--- src/rtl/fifo_pkg.sv ---
// Shared types and helpers for the FIFO read-side packer.
// State encoding, width helpers and lane-keep constants.
package fifo_pkg;

  typedef enum logic [1:0] {
    S_FILL,
    S_FULL,
    S_FLUSH
  } state_t;

  localparam int NPACK_DEF   = 4;
  localparam int TIMEOUT_DEF = 16;

  function automatic int cnt_w(input int n);
    return $clog2(n + 1);
  endfunction

  function automatic int tmr_w(input int t);
    return $clog2(t);
  endfunction

  localparam int CNT_W_DEF = cnt_w(NPACK_DEF);
  localparam int TMR_W_DEF = tmr_w(TIMEOUT_DEF);

  localparam logic [31:0] KEEP_ALL32 = '1;

  // Contiguous keep mask covering the low n lanes.
  function automatic logic [31:0] keep_mask(input int n);
    return (32'd1 << n) - 32'd1;
  endfunction

endpackage

--- src/rtl/fifo_idle_timer.sv ---
// Idle timer: counts enabled cycles, pulses o_expire at TIMEOUT-1.
// Ports: i_clk, i_rst, i_clear, i_enable, o_expire.
module fifo_idle_timer
  import fifo_pkg::*;
#(
  parameter int TIMEOUT = 16
) (
  input  logic i_clk,
  input  logic i_rst,
  input  logic i_clear,
  input  logic i_enable,
  output logic o_expire
);

  localparam int TW = tmr_w(TIMEOUT);
  localparam logic [TW-1:0] LAST = TW'(TIMEOUT - 1);

  logic [TW-1:0] r_cnt;

  always_ff @(posedge i_clk or posedge i_rst) begin
    if (i_rst) begin
      r_cnt <= '0;
    end else if (i_clear) begin
      r_cnt <= '0;
    end else if (i_enable && r_cnt != LAST) begin
      r_cnt <= r_cnt + TW'(1);
    end
  end

  assign o_expire = i_enable & (r_cnt == LAST);

endmodule

--- src/rtl/fifo_rd_packer.sv ---
// Drains bytes from the FIFO read port and packs NPACK lanes per word.
// Ports: FIFO read (emptyb/rreqb/rdatb), flush_req, out valid/ready slot.
module fifo_rd_packer
  import fifo_pkg::*;
#(
  parameter int DSIZE   = 8,
  parameter int NPACK   = 4,
  parameter int TIMEOUT = 16
) (
  input  logic                   clkb,
  input  logic                   rstb,
  input  logic                   emptyb,
  output logic                   rreqb,
  input  logic [DSIZE-1:0]       rdatb,
  input  logic                   flush_req,
  output logic                   out_valid,
  input  logic                   out_ready,
  output logic [DSIZE*NPACK-1:0] out_data,
  output logic [NPACK-1:0]       out_keep
);

  localparam int CW = cnt_w(NPACK);
  localparam int W  = DSIZE * NPACK;
  localparam logic [CW-1:0] CNT_LAST = CW'(NPACK - 1);
  localparam logic [CW-1:0] CNT_MAX  = CW'(NPACK);
  localparam logic [NPACK-1:0] KEEP_ALL = NPACK'(KEEP_ALL32);

  state_t          r_state;
  logic [CW-1:0]   r_cnt;
  logic            r_rd_pend;
  logic            r_flush;
  logic [W-1:0]    r_asm;
  logic            r_out_valid;
  logic [W-1:0]    r_out_data;
  logic [NPACK-1:0] r_out_keep;

  logic [W-1:0]    w_word;
  logic [NPACK-1:0] w_keep_part;
  logic            w_rreqb;
  logic            w_has_data;
  logic            w_complete;
  logic            w_free;
  logic            w_flush_set;
  logic            w_part_go;
  logic            w_tmr_en;
  logic            w_tmr_clr;
  logic            w_timeout;

  assign w_has_data = (r_cnt != '0);
  assign w_free     = ~r_out_valid | out_ready;

  // Lanes already issued or in flight must leave room for one more.
  assign w_rreqb = ~rstb & ~emptyb & ~r_flush
                 & (r_state == S_FILL)
                 & (({1'b0, r_cnt} + {{CW{1'b0}}, r_rd_pend})
                    < (CW + 1)'(NPACK));

  assign w_complete = r_rd_pend & (r_state == S_FILL)
                    & (r_cnt == CNT_LAST);

  // A flush that coincides with word completion is absorbed by it.
  assign w_flush_set = flush_req & (r_state == S_FILL)
                     & (w_has_data | r_rd_pend) & ~w_complete;

  assign w_part_go = (r_flush | w_timeout) & w_has_data
                   & ~r_rd_pend & (r_state == S_FILL);

  assign w_keep_part = NPACK'(keep_mask(int'(r_cnt)));

  assign w_tmr_en  = (r_state == S_FILL) & w_has_data
                   & (r_cnt < CNT_MAX) & ~r_rd_pend & ~w_rreqb;
  assign w_tmr_clr = r_rd_pend | ~w_has_data;

  // Assembly view including the byte landing this cycle.
  always_comb begin
    w_word = r_asm;
    for (int i = 0; i < NPACK; i++) begin
      if (r_rd_pend && r_cnt == CW'(i)) begin
        w_word[i*DSIZE +: DSIZE] = rdatb;
      end
    end
  end

  fifo_idle_timer #(
    .TIMEOUT (TIMEOUT)
  ) u_timer (
    .i_clk    (clkb),
    .i_rst    (rstb),
    .i_clear  (w_tmr_clr),
    .i_enable (w_tmr_en),
    .o_expire (w_timeout)
  );

  always_ff @(posedge clkb or posedge rstb) begin
    if (rstb) begin
      r_state     <= S_FILL;
      r_cnt       <= '0;
      r_rd_pend   <= 1'b0;
      r_flush     <= 1'b0;
      r_asm       <= '0;
      r_out_valid <= 1'b0;
      r_out_data  <= '0;
      r_out_keep  <= '0;
    end else begin
      r_rd_pend <= w_rreqb;
      r_asm     <= w_word;
      if (r_rd_pend) begin
        r_cnt <= r_cnt + CW'(1);
      end
      if (w_flush_set) begin
        r_flush <= 1'b1;
      end
      if (r_out_valid && out_ready) begin
        r_out_valid <= 1'b0;
      end
      unique case (r_state)
        S_FILL: begin
          if (w_complete) begin
            r_flush <= 1'b0;
            if (w_free) begin
              r_out_valid <= 1'b1;
              r_out_data  <= w_word;
              r_out_keep  <= KEEP_ALL;
              r_cnt       <= '0;
              r_asm       <= '0;
            end else begin
              r_state <= S_FULL;
            end
          end else if (w_part_go) begin
            if (w_free) begin
              r_out_valid <= 1'b1;
              r_out_data  <= r_asm;
              r_out_keep  <= w_keep_part;
              r_cnt       <= '0;
              r_asm       <= '0;
              r_flush     <= 1'b0;
            end else begin
              r_state <= S_FLUSH;
            end
          end
        end
        S_FULL: begin
          if (w_free) begin
            r_out_valid <= 1'b1;
            r_out_data  <= r_asm;
            r_out_keep  <= KEEP_ALL;
            r_cnt       <= '0;
            r_asm       <= '0;
            r_state     <= S_FILL;
          end
        end
        S_FLUSH: begin
          if (w_free) begin
            r_out_valid <= 1'b1;
            r_out_data  <= r_asm;
            r_out_keep  <= w_keep_part;
            r_cnt       <= '0;
            r_asm       <= '0;
            r_flush     <= 1'b0;
            r_state     <= S_FILL;
          end
        end
        default: r_state <= S_FILL;
      endcase
    end
  end

  assign rreqb     = w_rreqb;
  assign out_valid = r_out_valid;
  assign out_data  = r_out_data;
  assign out_keep  = r_out_keep;

endmodule

--- config.mk ---
export PLATFORM = sky130hd
export DESIGN_NAME = fifo_rd_packer
export DESIGN_NICKNAME = d
export VERILOG_FILES = /design/src/rtl/fifo_pkg.sv /design/src/rtl/fifo_idle_timer.sv /design/src/rtl/fifo_rd_packer.sv
export SDC_FILE = /design/constraint.sdc
export NUM_CORES = 1
export LEC_CHECK = 0
export BUFFER_PORTS_ARGS = -buffer_cell sky130_fd_sc_hd__buf_2
export CAP_MARGIN = 20
export CORE_AREA = 10 10 94 96
export DETAILED_ROUTE_END_ITERATION = 10
export DIE_AREA = 0 0 104 106
export HOLD_SLACK_MARGIN = 0.15
export PLACE_DENSITY = 0.84
export SETUP_SLACK_MARGIN = 0.3
export SLEW_MARGIN = 30
export SYNTH_ARGS = -nofsm -noshare
export SYNTH_HDL_FRONTEND = slang
export SYNTH_SLANG_ARGS = --single-unit
--- constraint.sdc ---
create_clock -name clkb -period 5 [get_ports clkb]
set_clock_uncertainty 0.15 [all_clocks]
set_input_delay 0.75 -clock clkb [delete_from_list [all_inputs] [get_ports clkb]]
set_output_delay 0.75 -clock clkb [all_outputs]
set_load 0.01 [all_outputs]
# [Yosys cells after proc, flatten, opt, wreduce, memory -nomap -nowiden]
# Cells that the tools add are included.
[totals] out_inout_bits=38 in_bits=13 elab_cells=113 ff_bits=80
[op_classes] bitwise=29 order_cmp=2 add_sub_neg=4 n_mux=41 n_reduce_logical=16 eq_ne=11 shift=1
[ops] op="$mux W32" n=7
[ops] op="$pmux W32 S2" n=2
[ops] op="$mux W8" n=4
[ops] op="$mux W4" n=6
[ops] op="$and A1 B1 Y1" n=17
[ops] op="$mux W3" n=4
[ops] op="$pmux W4 S3" n=1
[ops] op="$mux W2" n=5
[ops] op="$mux W1" n=8
[ops] op="$not A1 Y1" n=8
[ops] op="$eq A3 B2 Y1 const B" n=2
[ops] op="$logic_and A1 B1 Y1" n=6
[ops] op="$ne A3 B3 Y1 const B" n=2
[ops] op="$pmux W3 S2" n=1
[ops] op="$reduce_and A3 Y1" n=2
[ops] op="$reduce_bool A3 Y1" n=2
[ops] op="$add A3 B1 Y4" n=1
[ops] op="$add A4 B1 Y4 const B" n=1
[ops] op="$eq A4 B4 Y1 const B" n=1
[ops] op="$lt A4 B3 Y1 const B" n=1
[ops] op="$ne A4 B4 Y1 const B" n=1
[ops] op="$or A1 B1 Y1" n=4
[ops] op="$pmux W1 S2" n=2
[ops] op="$pmux W2 S2" n=1
[ops] op="other kinds (14)" n=15

# [Logic depth before layout (Yosys ltp)]
# Gate-level depths: netlist of run 1.
[logic_depth] word_depth=15 depth_mapped=9 ltp_nobuf=7

# [By module]
# A second synthesis of run 1 with hierarchy kept.
[hier_totals] hier_cells=358 hier_area_um2=4026.4
[by_module_without_submodules] mod="fifo_rd_packer" area_each_um2=3792.4 instances=1 seq_area_each_um2=1901.8 cells_per_inst=335
[by_module_without_submodules] mod="fifo_idle_timer" area_each_um2=234.0 instances=1 seq_area_each_um2=100.1 cells_per_inst=23

# [Worst setup path before layout of run 1]
# No wires, ideal clock.
[synth_path] path_type="input -> output" startpoint="input port emptyb" endpoint="output port rreqb" n_path_buf=0 arrival_ns=1.799 required_ns=4.100 path_slack_ns=2.301 stages=3 path_cell_list="or4b_4 -> or3_1 -> inv_2"
[synth_via] elab_chain_len=5
[synth_rtl] element="from (decl)" line_no="fifo_rd_packer.sv:12" rtl="input logic emptyb,"
[synth_rtl] element="$not A1 Y1" line_no="fifo_rd_packer.sv:53" rtl="assign w_rreqb = ~rstb & ~emptyb & ~r_flush"
[synth_rtl] element="$and A1 B1 Y1 (2 in series)" line_no="fifo_rd_packer.sv:53"
[synth_rtl] element="$and A1 B1 Y1" line_no="fifo_rd_packer.sv:54" rtl="& (r_state == S_FILL)"
[synth_rtl] element="$and A1 B1 Y1" line_no="fifo_rd_packer.sv:55" rtl="& (({1'b0, r_cnt} + {{CW{1'b0}}, r_rd_pend})"
[synth_rtl] element="to (decl)" line_no="fifo_rd_packer.sv:13" rtl="output logic rreqb,"
# Every way passes these cells.

# [Worst setup path after layout of run 1]
[layout_path] startpoint="register r_state[1]" endpoint="output port rreqb"
[layout_via] elab_chain_len=3
[layout_rtl] element="from (decl)" line_no="fifo_rd_packer.sv:28" rtl="state_t r_state;"
[layout_rtl] element="from (signal assigned)" line_no="fifo_rd_packer.sv:96" rtl="r_state <= S_FILL;"
[layout_rtl] element="from (signal assigned)" line_no="fifo_rd_packer.sv:127" rtl="r_state <= S_FULL;"
[layout_rtl] element="from (signal assigned)" line_no="fifo_rd_packer.sv:138" rtl="r_state <= S_FLUSH;"
[layout_rtl] element="$logic_not A2 Y1" line_no="fifo_rd_packer.sv:54"
[layout_rtl] element="$and A1 B1 Y1" line_no="fifo_rd_packer.sv:54"
[layout_rtl] element="$and A1 B1 Y1" line_no="fifo_rd_packer.sv:55"
# Every way passes these cells.

==> results of run 1 <==
per-layer routing:
layer | part of all wire (%) | track usage (%) | vias up
met1 | 45 | 24.2 | 1615
met3 | 6.8 | 4.29 | 14
met5 | 0 | 0 | -
li1 | - | - | 1504
met2 | 47 | 27.7 | 112
met4 | 1.5 | 7.65 | 0
report_power, final:
group / switching (uW) / internal (uW)
sequential: 172 / 883
clock: 253 / 201
combinational: 871 / 712
final cells by class:
cell class	count	area, sq um
clock inverter	6	52.6
tap	99	124
clock buffer	10	138
fill	541	2340
multi-input combinational	246	2090
inverter	11	42.5
sequential	80	2000
timing repair buffer	53	273
stage by stage:
step / instance area, sq um / total power [uW] / setup WS (ns) / std cells / util [%]
after floorplan: 4320 / 2290 / 2.05 / 373 / -
after global routing: 4720 / 3290 / 1.42 / 505 / 66.9
after CTS: 4720 / 3100 / 1.55 / 505 / 66.9
after detailed placement: 4530 / 2650 / 1.96 / 489 / 64.2
after global placement: 4530 / 2590 / 2.01 / 489 / 64.2
final: 4720 / 3090 / 1.57 / 505 / 66.9
worst max-delay path: cells and delay by family, from the launching register on:
family                   cells  cell delay [ns]
AND/OR/NAND/NOR              2             0.97
flip-flops                   1             0.43
buffers and inverters        3             0.34
adder cells (fa/ha/maj)      1             0.44
registers in the layout, summed over array words and instances, names as in the netlist:
signal         flops
out_valid          1
r_asm             32
u_timer.r_cnt      4
r_cnt              3
out_keep           4
r_state            2
r_flush            1
out_data          32
r_rd_pend          1
worst max path at each step:
stage / start / end / slack, ns / cells after the start
final: r_state[1] / rreqb / 1.57 / 6
after global routing: r_state[1] / rreqb / 1.42 / 6
after CTS: r_state[1] / rreqb / 1.55 / 6
after detailed placement: r_state[1] / rreqb / 1.96 / 6
after global placement: r_state[1] / rreqb / 2.01 / 6
after floorplan: rstb / out_data[0] / 2.05 / 1
placed cells by master (no fill, tap or decap), drive strengths merged, types with 2 or more instances in the layout:
master    netlist  layout
a21oi           5       5
a2bb2oi        35      35
a31oi          36      36
a32oi           2       2
and2            4       4
buf            22      53
clkbuf         14      10
clkinv          0       3
clkinvlp        0       2
dfrtp          80      80
ha             11      11
inv            11      12
mux2i          37      37
nand2          13      13
nand2b          5       5
nand3           9       9
nor2            2       2
nor2b           4       4
nor3           10      10
o211a           2       2
o211ai          6       6
o21ai           6       6
o21bai          8       8
o22ai          27      27
o31ai           2       2
or3             3       3
cells by family after synthesis:
logic type               share of synthesized area [%]
XOR/XNOR                                         0.203
AND/OR/NAND/NOR                                   7.88
multiplexers                                      8.58
AO/OA/AOI/OAI                                     28.5
buffers and inverters                             5.33
adder cells (fa/ha/maj)                           3.19
flip-flops                                        46.4
==> metrics.cfg, run 1 <==
[routing]
firstDrtPassIters=5
wirelength_um=10000
via_count=3245
drt-wirelength-per-cell_um=19.9
detail_route.vias_per_cell=6.43
drc=0
ant_nets=0
detailedRoute.firstIterationViolations=320

[clock_tree]
postCtsSetupBuffers=0
cts_max_path_buffers=2
ctsHtreeMaxLevel=3
tritoncts=built
cts-root-buf=clkbuf_8
cts-hold-fix-buffers=0
cts.sinks=80
ctsResizeCount=0
clk_latency_ns=0.35
clk_pin_slew_worst_paths_ns=0.09
cts_made_buffers=9

[floorplan]
ios=51
die_area_sq_um=11000
number_of_core_rows=31
floorplan.initialDensity_pct=61.2
chipWidth_um=104
core_area_sq_um=7060
die_ht_um=106

[sta]
fmax_mhz=292
pin_slew_with_the_least_headroom_to_its_limit_ns=0.806
setup_repair_after_global_routing_missed_its_margin=no
totalNegativeSetupSlack_ns=0
finalSetupViolations=0
finalCritPeriodShare_pct=68.5
timing.hold.ws_ns=0.349
worst_slew_slack_as_a_fraction_of_its_limit_pct=44.7
post-route-min-period_ns=3.43
maxSlewViolCount=0
hold_viol=0

[global_routing]
grt_start_max_net_pins=44
via_count_of_the_first_global_routing_pass=3148
grt_antenna_before_repair=0
globalRouteTotalUtil_pct=18.1
grt_pass1_wl_um=16600
grt_overflow=0

[power_and_ir_drop]
power_density_nw_per_um2=654
power_leakage_uw=0.00225
max-vdd-ir-drop_mv=0.372

[setup_path]
endpoint_kind=output pin
crit_path_max_incr_delay_ns=0.55
startpoint_type=flip-flop
criticalPathCategory=reg2out
reg2reg_slack_ns=2.03
critical_path_required_ns=4.10
regToRegEndpoint=out_data[3]
critPathArrivalTime_ns=2.53
rr_worst_depth=6
timing.critical_path.slowest_stage_cell=or4b_4
crit_path_cell_trace=inv_1 > ha_1 > or4b_4 > or3_1 > inv_2 > buf_2
reg2reg_from=r_state[1]
worstPathMaxFanout=15

[finish]
final_nets=425
area_growth_syn_to_layout_pct=9.39
drive_gt1_share_pct=27.1
antenna_cells=0

[run_status]
run_status=finished, final reports clean

[synth]
synth_top_area_share_pct=46.4
synth_fp_nets=397
yosysTopAreaCell=dfrtp_1
ys_ff_latch=80
async_reset_ff_share_pct=100
synth-warning-count=0
synth.lib_cells_used.distinct=50
syn-instance-count=373
ys_top_cells_by_count=dfrtp_1, mux2i_1, a31oi_1, a2bb2oi_2, o22ai_1
most_frequent_cell_after_synthesis=dfrtp_1
sequential_share_of_the_synthesized_area_pct=46.4
synth.top_cells.by_area=dfrtp_1, a2bb2oi_2, mux2i_1
syn-mean-instance-area_sq_um=11.6
netlist_area_sq_um=4320
most_used_dff_post_synth=dfrtp_1
synth_edf_count=0

[placed_design]
half_perimeter_wire_length_after_placement_um=6710
place_congestion=0.928
port_buffers=50

[flow_run]
cap_violations=0

[worst_hold_path]
min-delay-path-class=in2async

No activity file was read; power rests on OpenSTA's default activity.
==> run 2, diff against run 1 <==
--- a/config.mk
+++ b/config.mk
@@ -7,11 +7,11 @@
 export LEC_CHECK = 0
 export BUFFER_PORTS_ARGS = -buffer_cell sky130_fd_sc_hd__buf_2
 export CAP_MARGIN = 20
-export CORE_AREA = 10 10 94 96
+export CORE_AREA = 10 10 102 104
 export DETAILED_ROUTE_END_ITERATION = 10
-export DIE_AREA = 0 0 104 106
+export DIE_AREA = 0 0 112 114
 export HOLD_SLACK_MARGIN = 0.15
-export PLACE_DENSITY = 0.84
+export PLACE_DENSITY = 0.75
 export SETUP_SLACK_MARGIN = 0.3
 export SLEW_MARGIN = 30
 export SYNTH_ARGS = -nofsm -noshare
==> constraint.sdc (replaced) <==
create_clock -name clkb -period 2.8 [get_ports clkb]
set_clock_uncertainty 0.15 [all_clocks]
set_input_delay 0.42 -clock clkb [delete_from_list [all_inputs] [get_ports clkb]]
set_output_delay 0.42 -clock clkb [all_outputs]
set_load 0.01 [all_outputs]
==> run 2 against run 1 <==
Sequential share of layout area decreased by 2.8 points. Wire length grew 7.8%. Clock power increased by 81%. Critical path type unchanged. Largest cell class unchanged. Highest routed layer unchanged.
==> metrics.cfg, run 2 (synthesis results as in run 1) <==
[clock_tree]
ctsHtreeMaxLevel=3
clk_latency_ns=0.37
cts_max_path_buffers=2
cts.sinks=80
tritoncts=built
clk_pin_slew_worst_paths_ns=0.09
cts_made_buffers=9
cts-root-buf=clkbuf_8

[sta]
timing.hold.ws_ns=0.172
hold_viol=0
finalCritPeriodShare_pct=92.5
totalNegativeSetupSlack_ns=0
maxSlewViolCount=0
post-route-min-period_ns=2.59
finalSetupViolations=0
fmax_mhz=386
pin_slew_with_the_least_headroom_to_its_limit_ns=0.740
setup_repair_after_global_routing_missed_its_margin=yes
worst_slew_slack_as_a_fraction_of_its_limit_pct=50.5

[routing]
ant_nets=0
detail_route.vias_per_cell=6.24
drt-wirelength-per-cell_um=19.9
detailedRoute.firstIterationViolations=179
drc=0
firstDrtPassIters=5
wirelength_um=10800
via_count=3403

[worst_hold_path]
min-delay-path-class=in2reg

[setup_path]
critical_path_required_ns=2.23
startpoint_type=flip-flop
critPathArrivalTime_ns=2.02
timing.critical_path.slowest_stage_cell=or4b_4
worstPathMaxFanout=2
criticalPathCategory=reg2out
crit_path_cell_trace=inv_2 > ha_4 > or4b_4 > or3_4 > inv_4 > buf_6
top_delay_family_on_crit_path=simple AND/OR/NAND/NOR gates
critical_path_buf_inv_count=3
crit_path_max_incr_delay_ns=0.46
endpoint_kind=output pin

[global_routing]
grt_overflow=0
globalRouteTotalUtil_pct=16.6
grt_antenna_before_repair=0
grt_pass1_wl_um=17500
via_count_of_the_first_global_routing_pass=3418
grt_start_max_net_pins=67

[finish]
multi_input_comb_area_sq_um=2130
layout.cells.most_common=dfrtp_1
drive_gt1_share_pct=33.9
most-common-layout-cells=dfrtp_1, buf_2, mux2i_1, a31oi_1, a2bb2oi_2
final_nets=456
area_growth_syn_to_layout_pct=17.4
sequential_cell_area_sq_um=2000
antenna_cells=0
fillers=695

[placed_design]
port_buffers=50
place_congestion=0.939
half_perimeter_wire_length_after_placement_um=7210

[floorplan]
number_of_core_rows=34
die_ht_um=114
ios=51
core_area_sq_um=8470
floorplan.initialDensity_pct=51.0
die_area_sq_um=12800
chipWidth_um=112

[run_status]
run_status=finished, final reports clean

[power_and_ir_drop]
max-vdd-ir-drop_mv=0.826
power_density_nw_per_um2=1150
power_leakage_uw=0.00240

[flow_run]
cap_violations=0

run 2: cell count changes in the layout (fill, tap and decap cells not counted), moves of 2 or more:
cell and delta:
dfrtp_2 +2, buf_12 +4, dfrtp_1 -2, buf_4 +25, ha_1 -2, inv_1 -2, dlygate4sd3_1 +2, clkinvlp_4 +2
run 2: tightest hold or removal path: cells and delay by family:
family,cells,cell delay [ns]
compound gates,2,0.13
buf+inv,1,0.10
run 2: per-layer routing:
metal | track usage (%) | wire length (um)
met5 | 0 | 0
met4 | 7.70 | 237
met3 | 4.51 | 771
met2 | 26.1 | 5190
met1 | 20.7 | 4640
run 2: stage by stage:
stage,cells,power (uW),util [%],setup WS (ns),instance area [sq um]
finish,545,5820,59.9,0.210,5070
global route,545,6200,59.9,0.160,5070
CTS,535,5750,58.8,0.212,4980
detailed placement,511,4880,55.5,0.220,4690
global placement,511,4820,55.5,0.299,4690
floorplan,373,4090,-,0.486,4320
run 2: repair_timing:
item                                    4_1_cts  5_1_grt
hold buffers                                  2        0
setup buffers                                 6       10
pin swaps                                     1        4
gates resized for setup                       9        4
endpoints found under the setup margin        9       57
endpoints found under the hold margin        14        0
run 2: final cells by class:
class	instances	area share [%]
repair buffers	84	11.2
inverters	11	0.938
flip-flops and latches	80	39.5
well taps	108	2.67
clock inverters	6	1.01
multi-input cells	246	42.0
clock buffers	10	2.71
run 2: worst paths after layout:
kind / startpoint / endpoint / slack [ns] / cells past startpoint
max in group asynchronous: rstb / r_rd_pend / 1.38 / 3
setup reg to reg: r_state[0] / out_data[30] / 0.38 / 8
hold reg to reg: u_timer.r_cnt[3] / u_timer.r_cnt[3] / 0.36 / 1
hold / removal: flush_req / r_flush / 0.17 / 3
min in group asynchronous: rstb / r_flush / 0.60 / 3
setup / recovery: r_state[0] / rreqb / 0.21 / 6
run 2: power by group:
group          internal, uW  total, uW  leakage (uW)  switching, uW
Combinational          1510       3150       0.00129           1640
Sequential             1580       1850       0.00102            268
Clock                   357        823     0.0000870            466
Total                  3440       5820       0.00240           2370
